<file path="config.mk">
export PLATFORM = sky130hd
export DESIGN_NAME = ex_mem_skid_reg
export DESIGN_NICKNAME = d
export VERILOG_FILES = /design/src/rtl/ex_mem_skid_reg.sv
export SDC_FILE = /design/constraint.sdc
export NUM_CORES = 1
export LEC_CHECK = 0
export CAP_MARGIN = 20
export CORE_MARGIN = 4
export CORE_UTILIZATION = 53
export DETAILED_ROUTE_END_ITERATION = 7
export GPL_TIMING_DRIVEN = 0
export PLACE_DENSITY_LB_ADDON = 0.05
export REMOVE_ABC_BUFFERS = 1
export SYNTH_ARGS = -nofsm -noshare
export SYNTH_HDL_FRONTEND = slang
export SYNTH_SLANG_ARGS = --single-unit
</file>
<file path="constraint.sdc">
create_clock -name clk -period 3.15 [get_ports clk]
set_clock_uncertainty 0.1 [all_clocks]
set_input_delay 0.4725 -clock clk [delete_from_list [all_inputs] [get_ports clk]]
set_output_delay 0.4725 -clock clk [all_outputs]
set_load 0.05 [all_outputs]
</file>
<file path="src/rtl/ex_mem_skid_reg.sv">
// Execute-to-Memory pipeline boundary register.
// A two-entry skid buffer (MAIN + SKID) under a valid/ready handshake. MAIN
// always drives the Memory-stage outputs. SKID catches the one extra entry
// Execute can push in the cycle backpressure appears. in_ready is derived only
// from a flop, so Memory-stage backpressure never reaches Execute
// combinationally.
module ex_mem_skid_reg #(
    parameter int WIDTH      = 16,
    parameter int REG_ADDR_W = 4
) (
    input  logic                  clk,
    input  logic                  rst_n,
    input  logic                  flush,
    input  logic                  in_valid,
    output logic                  in_ready,
    input  logic [WIDTH-1:0]      in_result,
    input  logic [WIDTH-1:0]      in_store,
    input  logic [REG_ADDR_W-1:0] in_rd,
    input  logic                  in_we,
    input  logic                  in_mem_rd,
    input  logic                  in_mem_wr,
    output logic                  out_valid,
    input  logic                  out_ready,
    output logic [WIDTH-1:0]      out_result,
    output logic [WIDTH-1:0]      out_store,
    output logic [REG_ADDR_W-1:0] out_rd,
    output logic                  out_we,
    output logic                  out_mem_rd,
    output logic                  out_mem_wr
);

    // Packed payload: {result, store, rd, we, mem_rd, mem_wr}
    localparam int PW = 2 * WIDTH + REG_ADDR_W + 3;

    // State encoding is {main_v, skid_v}; 2'b01 is illegal
    typedef enum logic [1:0] {
        EMPTY = 2'b00,
        ONE   = 2'b10,
        FULL  = 2'b11
    } state_t;

    state_t        state_r;
    logic [PW-1:0] main_r;
    logic [PW-1:0] skid_r;
    logic [PW-1:0] in_payload_s;
    logic          push_s;
    logic          pop_s;

    assign in_payload_s = {in_result, in_store, in_rd, in_we, in_mem_rd, in_mem_wr};

    // Handshakes: in_ready and out_valid both come straight from state flops
    assign in_ready  = ~state_r[0];
    assign out_valid = state_r[1];
    assign push_s    = in_valid & ~state_r[0];
    assign pop_s     = state_r[1] & out_ready;

    // Outputs are taken directly from the MAIN register
    assign {out_result, out_store, out_rd, out_we, out_mem_rd, out_mem_wr} = main_r;

    // Occupancy FSM plus MAIN/SKID payload capture; flush only clears validity
    always_ff @(posedge clk or negedge rst_n) begin
        if (!rst_n) begin
            state_r <= EMPTY;
            main_r  <= {PW{1'b0}};
            skid_r  <= {PW{1'b0}};
        end else if (flush) begin
            state_r <= EMPTY;
        end else begin
            case (state_r)
                EMPTY: begin
                    if (push_s) begin
                        main_r  <= in_payload_s;
                        state_r <= ONE;
                    end else begin
                        state_r <= EMPTY;
                    end
                end
                ONE: begin
                    if (push_s && !pop_s) begin
                        skid_r  <= in_payload_s;
                        state_r <= FULL;
                    end else if (push_s && pop_s) begin
                        main_r  <= in_payload_s;
                        state_r <= ONE;
                    end else if (pop_s) begin
                        state_r <= EMPTY;
                    end else begin
                        state_r <= ONE;
                    end
                end
                FULL: begin
                    if (pop_s) begin
                        main_r  <= skid_r;
                        state_r <= ONE;
                    end else begin
                        state_r <= FULL;
                    end
                end
                default: begin
                    // Illegal encoding: discard contents rather than guess
                    state_r <= EMPTY;
                end
            endcase
        end
    end

endmodule
</file>
==> qor.yml <==
outcome:
  status: "finished, final reports clean"
finish:
  area_growth_pct: 34.8
  diodes: 0
  final_cell_area_sq_um: 4690
  finalNetCount: 355
  final_util_pct: 73.9
  drive_gt1_share_pct: 44.6
placed_design:
  hpwlAfterDp_um: 4650
  gp_congestion: 0.667
  dpl_cell_area_sq_um: 4480
  io_buffer_count: 84
logic_synthesis:
  synthArstFlopShare_pct: 100
  synth_commonest_cells: "mux2_2, dfrtp_1, buf_2"
  synthDistinctLibCells: 15
  synth_area_sq_um: 3480
  synth_edf_count: 0
  syn_area_per_cell_sq_um: 15.7
  synth_most_common_cell: "mux2_2"
  ys_ff_latch: 80
  synth_ff_type: "dfrtp_1"
  synth_top_cell_by_area: "dfrtp_1"
  yosysSeqAreaShare_pct: 57.5
  yosysWarnings: 0
  synth_area_leaders: "dfrtp_1, mux2_2, buf_6"
  synth.top_cell.area_share_pct: 57.5
  synthCells: 221
cts:
  clk_latency_ns: 0.34
  path_clk_slew_ns: 0.08
  clk_path_buf_depth: 2
  cts_root_buffer: "clkbuf_8"
  cts-resized-gates: 0
  clock-sinks: 80
  ctsHtreeMaxLevel: 3
  cts_setup_buffers: 0
  cts_tree: "yes"
  cts_buffers: 9
  cts_hold_buffers: 1
pwr:
  p_leak_nw: 1.97
  ir_worst_vdd_mv: 0.406
  power_density_nw_per_um2: 646
floorplan:
  io_pins: 85
  row_count: 29
  dieWidth_um: 89.0
  dieArea_sq_um: 7930
  core_region_area_sq_um: 6350
  start_util_pct: 54.8
  die_height_um: 89.0
sta:
  final-setup-viol-count: 0
  rsz0062_at_grt: "no"
  timing.final.max_slew_violations: 0
  tightest_slew_ns: 0.572
  hold_violations: 0
  timing.hold.ws_ns: 0.404
  min_period_over_period_pct: 70.0
  fin_crit_ns: 2.21
  slew_headroom_pct: 61.7
  fmax_ghz: 0.453
route:
  firstDrtPassIters: 6
  wl_um: 6650
  ant_nets: 0
  vias: 2076
  viasPerCell: 5.28
  met1_length_um: 2910
  wl_met3_um: 442
  wl_per_cell_um: 16.9
  drt_iter0_markers: 89
  top_layer: "met4"
  wl_met2_um: 3170
  drc: 0
setup_path:
  cp-startpoint: "state_r[0]"
  worst-r2r-setup-slack_ns: 1.19
  rr_startpoint: "state_r[1]"
  cp.required_ns: 2.58
  cp.arrival_ns: 1.63
  timing.rr.end: "main_r[30]"
  reg2reg_depth: 4
  path_class: "reg2out"
  end_kind: "output pin"
  critPathMaxFanout: 6
  endpoint: "in_ready"
  start_kind: "flop"
global_route:
  grt_start_max_net_pins: 48
  grt_pass1_vias: 2209
  grt_antenna_before_repair: 0
  grt_pass1_wl_um: 10800
  grt_overflow: 0
  track_usage_pct: 18.1
worst_hold_path:
  hp-class: "reg2reg"
run:
  cap_violations: 0
-- cell type report --
type	count	area [sq um]
clock inverter	3	40.0
fill	434	1660
timing repair buffer	91	988
tap	77	96.3
inverter	2	7.51
clock buffer	13	159
sequential	80	2000
multi-input combinational	127	1400
-- cells by family (layout without fill, tap and decap cells) --
logic type	count (synthesis)	in the layout	share of synthesized area [%]
buffers and inverters	14	109	2.70
AO/OA/AOI/OAI	3	3	0.503
AND/OR/NAND/NOR	7	7	1.40
multiplexers	117	117	37.9
flip-flops	80	80	57.5
-- layer usage --
layer,vias to the layer above,global-route usage [%]
li1,971,-
met1,1032,23.9
met2,61,27.9
met3,12,4.88
met4,0,8.39
met5,-,0
-- where the power goes --
part | total, W | switching [W] | internal (W)
registers | 0.00136 | 0.000106 | 0.00125
logic | 0.000919 | 0.000506 | 0.000412
clock network | 0.000756 | 0.000348 | 0.000408
total | 0.00303 | 0.000960 | 0.00207
-- flip-flops by register name, summed over array words and instances (netlist names) --
signal / flops
main_r: 39
skid_r: 39
state_r: 2
-- cells in the final DEF (no fill, tap or decap), drive strengths merged --
cell           count
dlygate4sd3        1
nor3b              1
nor3               1
clkbuf            13
nor2b              1
a21oi              1
nand2b             2
o21ai              1
clkinv             2
nor2               1
inv                2
buf                7
o21bai             1
dfrtp             80
nand2              1
clkdlybuf4s50     83
bufinv             1
mux2             117
-- through the flow --
stage          total power (W)  setup slack, ns  TNS, ns  std cells
2_1_floorplan          0.00195            0.106        0        209
3_3_place_gp           0.00226            -1.37  -195.00        370
3_5_place_dp           0.00231            0.623        0        376
4_1_cts                0.00307            0.920        0        393
5_1_grt                0.00318            0.863        0        393
6_report               0.00303            0.945        0        393
-- worst min path at each step --
stage / from / endpoint / slack, ns / cells past startpoint
2_1_floorplan: rst_n / main_r[0] / 0.08 / 0
3_3_place_gp: skid_r[25] / skid_r[25] / 0.38 / 1
3_5_place_dp: rst_n / state_r[1] / 0.36 / 1
4_1_cts: skid_r[6] / skid_r[6] / 0.41 / 1
5_1_grt: skid_r[30] / skid_r[30] / 0.43 / 1
6_report: skid_r[6] / skid_r[6] / 0.40 / 1
-- worst max-delay path: stages, from the launching register on --
cell	delay, ns
dfrtp_1	0.43
inv_1	0.07
clkdlybuf4s50_1	0.79
Note: power is estimated with default switching activity, not from simulation.
